`src/rtl/time_keeper_encoder.sv`:
```
// ---------------------------------------------------------------------------
// time_keeper_encoder
//
// 24-hour HH:MM clock with a seconds prescaler, two debounced set buttons and
// registered active-low seven-segment patterns for a four-digit display.
//
// Parameters
//   CLK_HZ          : clk cycles per second (prescaler modulus)
//   DEBOUNCE_CYCLES : consecutive equal synchronized samples to accept a level
//
// Ports
//   clk      : system clock, all state on the rising edge
//   rst_n    : asynchronous active-low reset
//   btn_hour : raw hour-advance button (asynchronous to clk)
//   btn_min  : raw minute-advance button (asynchronous to clk)
//   seg_h10  : hour tens pattern   {dp,g,f,e,d,c,b,a}, active low
//   seg_h1   : hour units pattern; dp carries the blinking colon
//   seg_m10  : minute tens pattern
//   seg_m1   : minute units pattern
//   sec_tick : one-cycle pulse the cycle after each prescaler wrap
//
// Build option
//   HOUR_TENS_BLANK_EN : when defined, seg_h10 is blanked (8'hFF) for hours < 10
// ---------------------------------------------------------------------------
module time_keeper_encoder #(
    parameter int CLK_HZ          = 50000000,
    parameter int DEBOUNCE_CYCLES = 1000000
) (
    input  logic       clk,
    input  logic       rst_n,
    input  logic       btn_hour,
    input  logic       btn_min,
    output logic [7:0] seg_h10,
    output logic [7:0] seg_h1,
    output logic [7:0] seg_m10,
    output logic [7:0] seg_m1,
    output logic       sec_tick
);

    localparam int PW = (CLK_HZ > 1) ? $clog2(CLK_HZ) : 1;
    localparam int DW = (DEBOUNCE_CYCLES > 1) ? $clog2(DEBOUNCE_CYCLES) : 1;

    localparam logic [PW-1:0] PRE_LAST = PW'(CLK_HZ - 1);
    localparam logic [PW-1:0] PRE_HALF = PW'(CLK_HZ / 2);
    localparam logic [DW-1:0] DEB_LAST = DW'(DEBOUNCE_CYCLES - 1);

`ifdef HOUR_TENS_BLANK_EN
    localparam bit BLANK_TENS = 1'b1;
`else
    localparam bit BLANK_TENS = 1'b0;
`endif

    localparam logic [7:0] H10_RESET = BLANK_TENS ? 8'hFF : 8'hC0;

    // Digit to active-low {dp,g,f,e,d,c,b,a}; dp off.
    function automatic logic [7:0] seg_encode(input logic [3:0] digit);
        case (digit)
            4'd0:    seg_encode = 8'hC0;
            4'd1:    seg_encode = 8'hF9;
            4'd2:    seg_encode = 8'hA4;
            4'd3:    seg_encode = 8'hB0;
            4'd4:    seg_encode = 8'h99;
            4'd5:    seg_encode = 8'h92;
            4'd6:    seg_encode = 8'h82;
            4'd7:    seg_encode = 8'hF8;
            4'd8:    seg_encode = 8'h80;
            4'd9:    seg_encode = 8'h90;
            default: seg_encode = 8'hFF;
        endcase
    endfunction

    // ------------------------------------------------------------------
    // Button conditioning: index 0 = hour, index 1 = minute
    // ------------------------------------------------------------------
    logic [1:0]    btn_raw;
    logic [1:0]    sync1_q;
    logic [1:0]    sync2_q;
    logic [1:0]    level_q;
    logic [DW-1:0] deb_cnt_q [2];
    logic [1:0]    accept;
    logic [1:0]    press;

    assign btn_raw = {btn_min, btn_hour};

    // The count only runs while the synchronized sample disagrees with the
    // accepted level, so reaching DEB_LAST on a disagreeing sample means
    // DEBOUNCE_CYCLES disagreeing samples in a row.
    always_comb begin
        for (int i = 0; i < 2; i++) begin
            accept[i] = (sync2_q[i] != level_q[i]) && (deb_cnt_q[i] == DEB_LAST);
            press[i]  = accept[i] && sync2_q[i];
        end
    end

    always_ff @(posedge clk or negedge rst_n) begin
        if (!rst_n) begin
            sync1_q <= '0;
            sync2_q <= '0;
            level_q <= '0;
            for (int i = 0; i < 2; i++) begin
                deb_cnt_q[i] <= '0;
            end
        end else begin
            // NOTE: non-blocking assignments make the two synchronizer stages
            // shift rather than collapse into one flop.
            sync1_q <= btn_raw;
            sync2_q <= sync1_q;
            for (int i = 0; i < 2; i++) begin
                if (sync2_q[i] == level_q[i]) begin
                    deb_cnt_q[i] <= '0;
                end else if (accept[i]) begin
                    level_q[i]   <= sync2_q[i];
                    deb_cnt_q[i] <= '0;
                end else begin
                    deb_cnt_q[i] <= deb_cnt_q[i] + DW'(1);
                end
            end
        end
    end

    // ------------------------------------------------------------------
    // Timekeeping
    // ------------------------------------------------------------------
    logic [PW-1:0] prescaler_q;
    logic [5:0]    sec_q, sec_d;
    logic [5:0]    min_q, min_d;
    logic [4:0]    hour_q, hour_d;
    logic          sec_tick_q;
    logic          tick;

    assign tick = (prescaler_q == PRE_LAST);

    always_comb begin
        // NOTE: every variable gets a default first so no path infers a latch.
        sec_d  = sec_q;
        min_d  = min_q;
        hour_d = hour_q;

        if (press[1]) begin
            min_d = (min_q == 6'd59) ? 6'd0 : min_q + 6'd1;
            sec_d = 6'd0;
        end
        if (press[0]) begin
            hour_d = (hour_q == 5'd23) ? 5'd0 : hour_q + 5'd1;
        end

        // A press in the tick cycle swallows that second completely.
        if (tick && (press == 2'b00)) begin
            if (sec_q == 6'd59) begin
                sec_d = 6'd0;
                if (min_q == 6'd59) begin
                    min_d  = 6'd0;
                    hour_d = (hour_q == 5'd23) ? 5'd0 : hour_q + 5'd1;
                end else begin
                    min_d = min_q + 6'd1;
                end
            end else begin
                sec_d = sec_q + 6'd1;
            end
        end
    end

    // ------------------------------------------------------------------
    // Display encoding (from current state, so outputs lag counters by one)
    // ------------------------------------------------------------------
    logic [7:0] seg_h10_d, seg_h1_d, seg_m10_d, seg_m1_d;
    logic [7:0] seg_h10_q, seg_h1_q, seg_m10_q, seg_m1_q;

    always_comb begin
        seg_h10_d = seg_encode(4'(hour_q / 5'd10));
        seg_h1_d  = seg_encode(4'(hour_q % 5'd10));
        seg_m10_d = seg_encode(4'(min_q / 6'd10));
        seg_m1_d  = seg_encode(4'(min_q % 6'd10));

        if (BLANK_TENS && (hour_q < 5'd10)) begin
            seg_h10_d = 8'hFF;
        end
        // Colon lit (active low) during the first half of each second.
        if (prescaler_q < PRE_HALF) begin
            seg_h1_d[7] = 1'b0;
        end
    end

    always_ff @(posedge clk or negedge rst_n) begin
        if (!rst_n) begin
            prescaler_q <= '0;
            sec_q       <= '0;
            min_q       <= '0;
            hour_q      <= '0;
            sec_tick_q  <= 1'b0;
            seg_h10_q   <= H10_RESET;
            seg_h1_q    <= 8'hC0;
            seg_m10_q   <= 8'hC0;
            seg_m1_q    <= 8'hC0;
        end else begin
            prescaler_q <= tick ? '0 : prescaler_q + PW'(1);
            sec_q       <= sec_d;
            min_q       <= min_d;
            hour_q      <= hour_d;
            sec_tick_q  <= tick;
            seg_h10_q   <= seg_h10_d;
            seg_h1_q    <= seg_h1_d;
            seg_m10_q   <= seg_m10_d;
            seg_m1_q    <= seg_m1_d;
        end
    end

    assign seg_h10  = seg_h10_q;
    assign seg_h1   = seg_h1_q;
    assign seg_m10  = seg_m10_q;
    assign seg_m1   = seg_m1_q;
    assign sec_tick = sec_tick_q;

endmodule

```
`config.mk`:
```
export PLATFORM = sky130hd
export DESIGN_NAME = time_keeper_encoder
export DESIGN_NICKNAME = d
export VERILOG_FILES = /design/src/rtl/time_keeper_encoder.sv
export SDC_FILE = /design/constraint.sdc
export NUM_CORES = 1
export LEC_CHECK = 0
export CAP_MARGIN = 20
export CORE_MARGIN = 2
export CORE_UTILIZATION = 40
export DETAILED_ROUTE_END_ITERATION = 12
export GPL_TIMING_DRIVEN = 0
export SYNTH_ARGS = -nofsm -noshare
export SYNTH_HDL_FRONTEND = slang
export SYNTH_SLANG_ARGS = --single-unit
```
`constraint.sdc`:
```
create_clock -name clk -period 2.76 [get_ports clk]
set_input_delay 0.69 -clock clk [delete_from_list [all_inputs] [get_ports clk]]
set_output_delay 0.69 -clock clk [all_outputs]
set_load 0.02 [all_outputs]
```
# Word-level counts from Yosys, hierarchy flattened
# Memory sizes are Yosys's and may differ from the RTL's. A register that Yosys moved wholly into a read port is not among the register bits.
# Cells that the tools add are included.
# word_totals
mem_bits_rw	0
mem_count	4
output_inout_bits	33
ff_bits	122
inputBits	4
mem_bits_ro	448
latch_bits	0
# op_classes
n_mux	18
n_reduce_logical	13
addsub	6
n_bitwise	2
shift	0
eq_ne	10
mul	0
n_div	4
order_cmp	1
# mem_list
name	depth	width	read_ports	rd_ports_with_merged_regs	wr	line_no	rtl
(no name shown)	16	7	1	1	0	57	case (digit)
(no name shown)	16	7	1	1	0	57	
(no name shown)	16	7	1	1	0	57	
(no name shown)	16	7	1	1	0	57	
# ops
op	count
$mux 20	4
$mux 6	7
$add 20x1->20 const B	2
$eq 20x20->1 const B	2
$add 26x1->26 const B	1
$eq 26x26->1 const B	1
$lt 26x25->1 const B	1
$mux 26	1
$mux 5	5
$add 6x1->6 const B	2
$eq 6x6->1 const B	2
$div 6x4->6 const B	1
$mod 6x4->6 const B	1
$add 5x1->5 const B	1
$div 5x4->5 const B	1
$eq 5x5->1 const B	1
$logic_and 1x1->1	5
$mod 5x4->5 const B	1
$logic_not 1->1	4
$reduce_and 2->1	2
$eq 1x1->1	2
$logic_not 2->1	1
$ne 1x1->1	2
$not 1->1	2
other kinds (2)	2

# Depth between registers and ports, before layout
# logic_depth
word_depth	7
mapped_depth	15

# Least setup slack after synthesis
# Ideal clock, no wire load.
# synth_path
kind	flip-flop to flip-flop
start	reg min_q[4]
end	reg seg_m1_q[5], in the netlist seg_m1[5]
t_arrival_ps	2963
period_less_slack_ps	3043
path_slack_ps	-283
stages_incl_launch_ff	16
setup_time_ps	79
cell_sequence	dfrtp_1 clkbuf_1 inv_1 ha_1 nor2b_1 o21ai_0 nand3_1 a21oi_1 nand2b_1 inv_1 xnor2_1 ha_1 nor3_1 a21oi_1 a221oi_1 a2bb2oi_1
# synth_between
elab_chain_len	1
# synth_lines
item	line_no	rtl
start: declaration	126	logic [5:0] min_q, min_d;
start signal: assignment	198	min_q <= min_d;
$mod 6x4->6	173	seg_m1_d = seg_encode(4'(min_q % 6'd10));
end: declaration	167	logic [7:0] seg_h10_q, seg_h1_q, seg_m10_q, seg_m1_q;
# No other way between the ends.
# A chain may end at the register's enable or synchronous reset.

# Worst setup path after layout
# Ends and elaborated chain as after synthesis.

==> results.json <==
{
  "status": "finished clean",
  "htree_levels": 4,
  "row_count": 45,
  "hold_path_class": "input port to async pin",
  "drive_gt1_share_pct": 14.9,
  "max-vdd-ir-drop_v": 0.000403,
  "cp_cell_sequence": "clkbuf_8 -> inv_4 -> ha_4 -> nand2_2 -> o22a_1 -> a22o_4 -> a21oi_2 -> nand2b_4 -> inv_8 -> xnor2_4 -> ha_4 -> nor3_4 -> a21oi_2 -> a221oi_2 -> a2bb2oi_1",
  "critPathLaunchType": "flop",
  "synthCells": 628,
  "worstSetupPathType": "flop to flop",
  "internal_power_mw": 3.15,
  "die_y_um": 129,
  "finalSetupViolations": 0,
  "grt_max_degree": 97,
  "yosys.area_share.simple_pct": 22.9,
  "post-route-min-period_ps": 2700,
  "tightest_slew_ps": 905,
  "nFillCells": 1356,
  "wire_per_inst_um": 14.0,
  "postRouteAntennaNets": 0,
  "crit_slowest_cell": "dfrtp_1",
  "drc_errors": 0,
  "synth_edf_count": 0,
  "vias_per_cell": 5.23,
  "fmax_mhz": 370,
  "synthArstFlopShare_pct": 100,
  "rsz0062_at_grt": "yes",
  "syn_to_final_growth_pct": 23.1,
  "dr.pass1.iters": 5,
  "cap_violations": 0,
  "synth_top_family_by_area": "simple AND/OR/NAND/NOR gates",
  "cts_buffers": 17,
  "grt_usage_pct": 16.2,
  "grt_pass1_wl_um": 21500,
  "p_sw_share_pct": 20.3,
  "synth_fa_ha_area_share_pct": 5.84,
  "slew_viol_final": 0,
  "clock_latency_ps": 410,
  "nets": 724,
  "syn-mean-instance-area_um2": 9.89,
  "ctsRootBufferMaster": "clkbuf_16",
  "portBuffers": 32,
  "max_stage_delay_ps": 360,
  "antenna_found_initial": 0,
  "cp_max_fo": 4,
  "clk_pin_slew_ps": 50,
  "crit_buf_inv": 3,
  "die_w_um": 129,
  "clock_sinks": 117,
  "yosysWarnings": 0,
  "overflow": 0,
  "synth_xor_area_share_pct": 9.02,
  "dp_hpwl_um": 8380,
  "synth.mux.area_fraction_pct": 2.58,
  "maxSlewHeadroom_pct": 39.6,
  "cts_tree": "yes",
  "p_sw_mw": 0.801,
  "synth_compound_area_share_pct": 9.43,
  "p_leak_nw": 3.51,
  "ys_seq_area_share_pct": 47.2,
  "clockBufferDepth": 2,
  "fin_skew_ps": 7.24,
  "place.gp.congestion": 0.863,
  "crit_arrival_ps": 3030,
  "seq_power_share_pct": 43.9,
  "synth_cell_types": 65,
  "routed_wl_um": 12500,
  "power_density_nw_per_um2": 517,
  "hold_viol": 0,
  "finalPower_mw": 3.95,
  "syn_area_um2": 6210,
  "core-area_um2": 15200,
  "synth_seq_cells": 117,
  "io_pins": 37,
  "drt-initial-drc-count": 311,
  "final_common_cell": "dfrtp_1",
  "first_global_vias": 4601,
  "die-area_um2": 16500,
  "worstPathRequired_ps": 3090,
  "finalCritPeriodShare_pct": 97.9,
  "pwr-share-comb_pct": 1.9,
  "clockPowerShare_pct": 54.2,
  "postCtsHoldBufs": 0,
  "cp-end-kind": "flop",
  "yosys_most_used_dff": "dfrtp_1",
  "vias": 4661,
  "antenna_cells": 0,
  "path_delay_family": "compound AO/OA/AOI/OAI gates",
  "hold_slack_ps": 123,
  "initial_core_util_pct": 40.9,
  "final_cell_mix": "111 x dfrtp_1, 81 x nor2_1, 43 x nand2_1"
}
==> sequential cells by signal (all words and copies together) (netlist names), 5 cells and up <==
name / flops
min_q: 6
seg_m10: 7
hour_q: 5
deb_cnt_q: 40
seg_m1: 7
prescaler_q: 26
sec_q: 6
seg_h10: 5
seg_h1: 8
==> cell type report <==
| cell class | count | area [um^2] | area share [%] |
|---|---|---|---|
| buffer | 19 | 114 | 1.49 |
| clock buffer | 29 | 541 | 7.07 |
| clock inverter | 3 | 40.0 | 0.523 |
| inverter | 21 | 88.8 | 1.16 |
| multi-input combinational | 472 | 3270 | 42.8 |
| sequential | 117 | 2940 | 38.4 |
| tap | 188 | 235 | 3.08 |
| timing repair buffer | 43 | 424 | 5.55 |
==> layer usage <==
metal / up-vias / part of all wire (%) / track usage (%)
met5: - / 0 / 0
met4: 0 / 1.7 / 6.65
met3: 24 / 2.9 / 4.45
met2: 72 / 47 / 25.4
met1: 2267 / 48 / 21.5
li1: 2298 / - / -
==> synthesized netlist by cell type, types with 10 or more instances <==
cell | count | share of area [%]
a21oi_1 | 23 | 1.9
and2_1 | 10 | 1.0
and3_1 | 20 | 2.0
clkbuf_1 | 11 | 0.66
dfrtp_1 | 112 | 45
ha_1 | 29 | 5.8
inv_1 | 20 | 1.2
nand2_1 | 44 | 2.7
nand2b_1 | 11 | 1.1
nand3_1 | 35 | 2.8
nand4_1 | 15 | 1.5
nor2_1 | 82 | 5.0
o21ai_0 | 24 | 1.9
xnor2_1 | 29 | 4.1
xor2_1 | 35 | 4.9
==> final timing paths <==
check | start | end | slack (ps) | cells past startpoint
setup / recovery | min_q[4] | seg_m1[5] | 60 | 15
hold / removal | rst_n | deb_cnt_q[5] | 120 | 1
setup reg to reg | min_q[4] | seg_m1[5] | 60 | 15
hold reg to reg | sync1_q[0] | sync2_q[0] | 350 | 0
max in group asynchronous | rst_n | hour_q[2] | 1900 | 2
min in group clk | sync1_q[0] | sync2_q[0] | 350 | 0
==> kinds of logic (layout without fill, tap and decap cells) <==
group                      Yosys count  after routing
AOI/OAI and AO/OA                   89             89
xor gates and xnor gates            64             64
adders and majority gates           29             29
buffers and inverters               41            115
DFF                                117            117
muxes                               15             15
other                                2              4
and+or+nand+nor                    271            271
==> metrics by stage <==
stage | worst slack [ps] | std cells | utilization (%) | setup TNS (ps) | cell area (um^2)
after floorplan | 6.94 | 630 | - | 0 | 6240
after global placement | -3480 | 850 | 44.7 | -399360 | 6800
after detailed placement | -346 | 851 | 44.9 | -1400 | 6830
after CTS | -37.1 | 887 | 49.5 | -37.1 | 7520
after global routing | -101 | 892 | 50.3 | -234 | 7650
final | 57.9 | 892 | 50.3 | 0 | 7650
==> power by group through the flow <==
stage / clock network (mW) / registers [mW] / logic, mW
finish: 2.14 / 1.74 / 0.0767
global route: 2.27 / 1.74 / 0.0901
CTS: 2.20 / 1.73 / 0.0813
detailed placement: 0 / 1.76 / 0.0810
global placement: 0 / 1.76 / 0.0734
floorplan: 0 / 1.76 / 0.0295
==> worst register-to-register path, stage by stage (launching register included) <==
cell and delay [ps]:
dfrtp_1 360, clkbuf_8 140, inv_4 30, ha_4 270
nand2_2 50, o22a_1 220, a22o_4 240, a21oi_2 130
nand2b_4 170, inv_8 50, xnor2_4 150, ha_4 180
nor3_4 120, a21oi_2 60, a221oi_2 250, a2bb2oi_1 200
==> timing repair <==
action,CTS,global route
setup endpoints to repair,10,13
pin swaps,2,12
resized for setup,19,28
buffers inserted,4,6
Power figures use the tool's default switching activity.
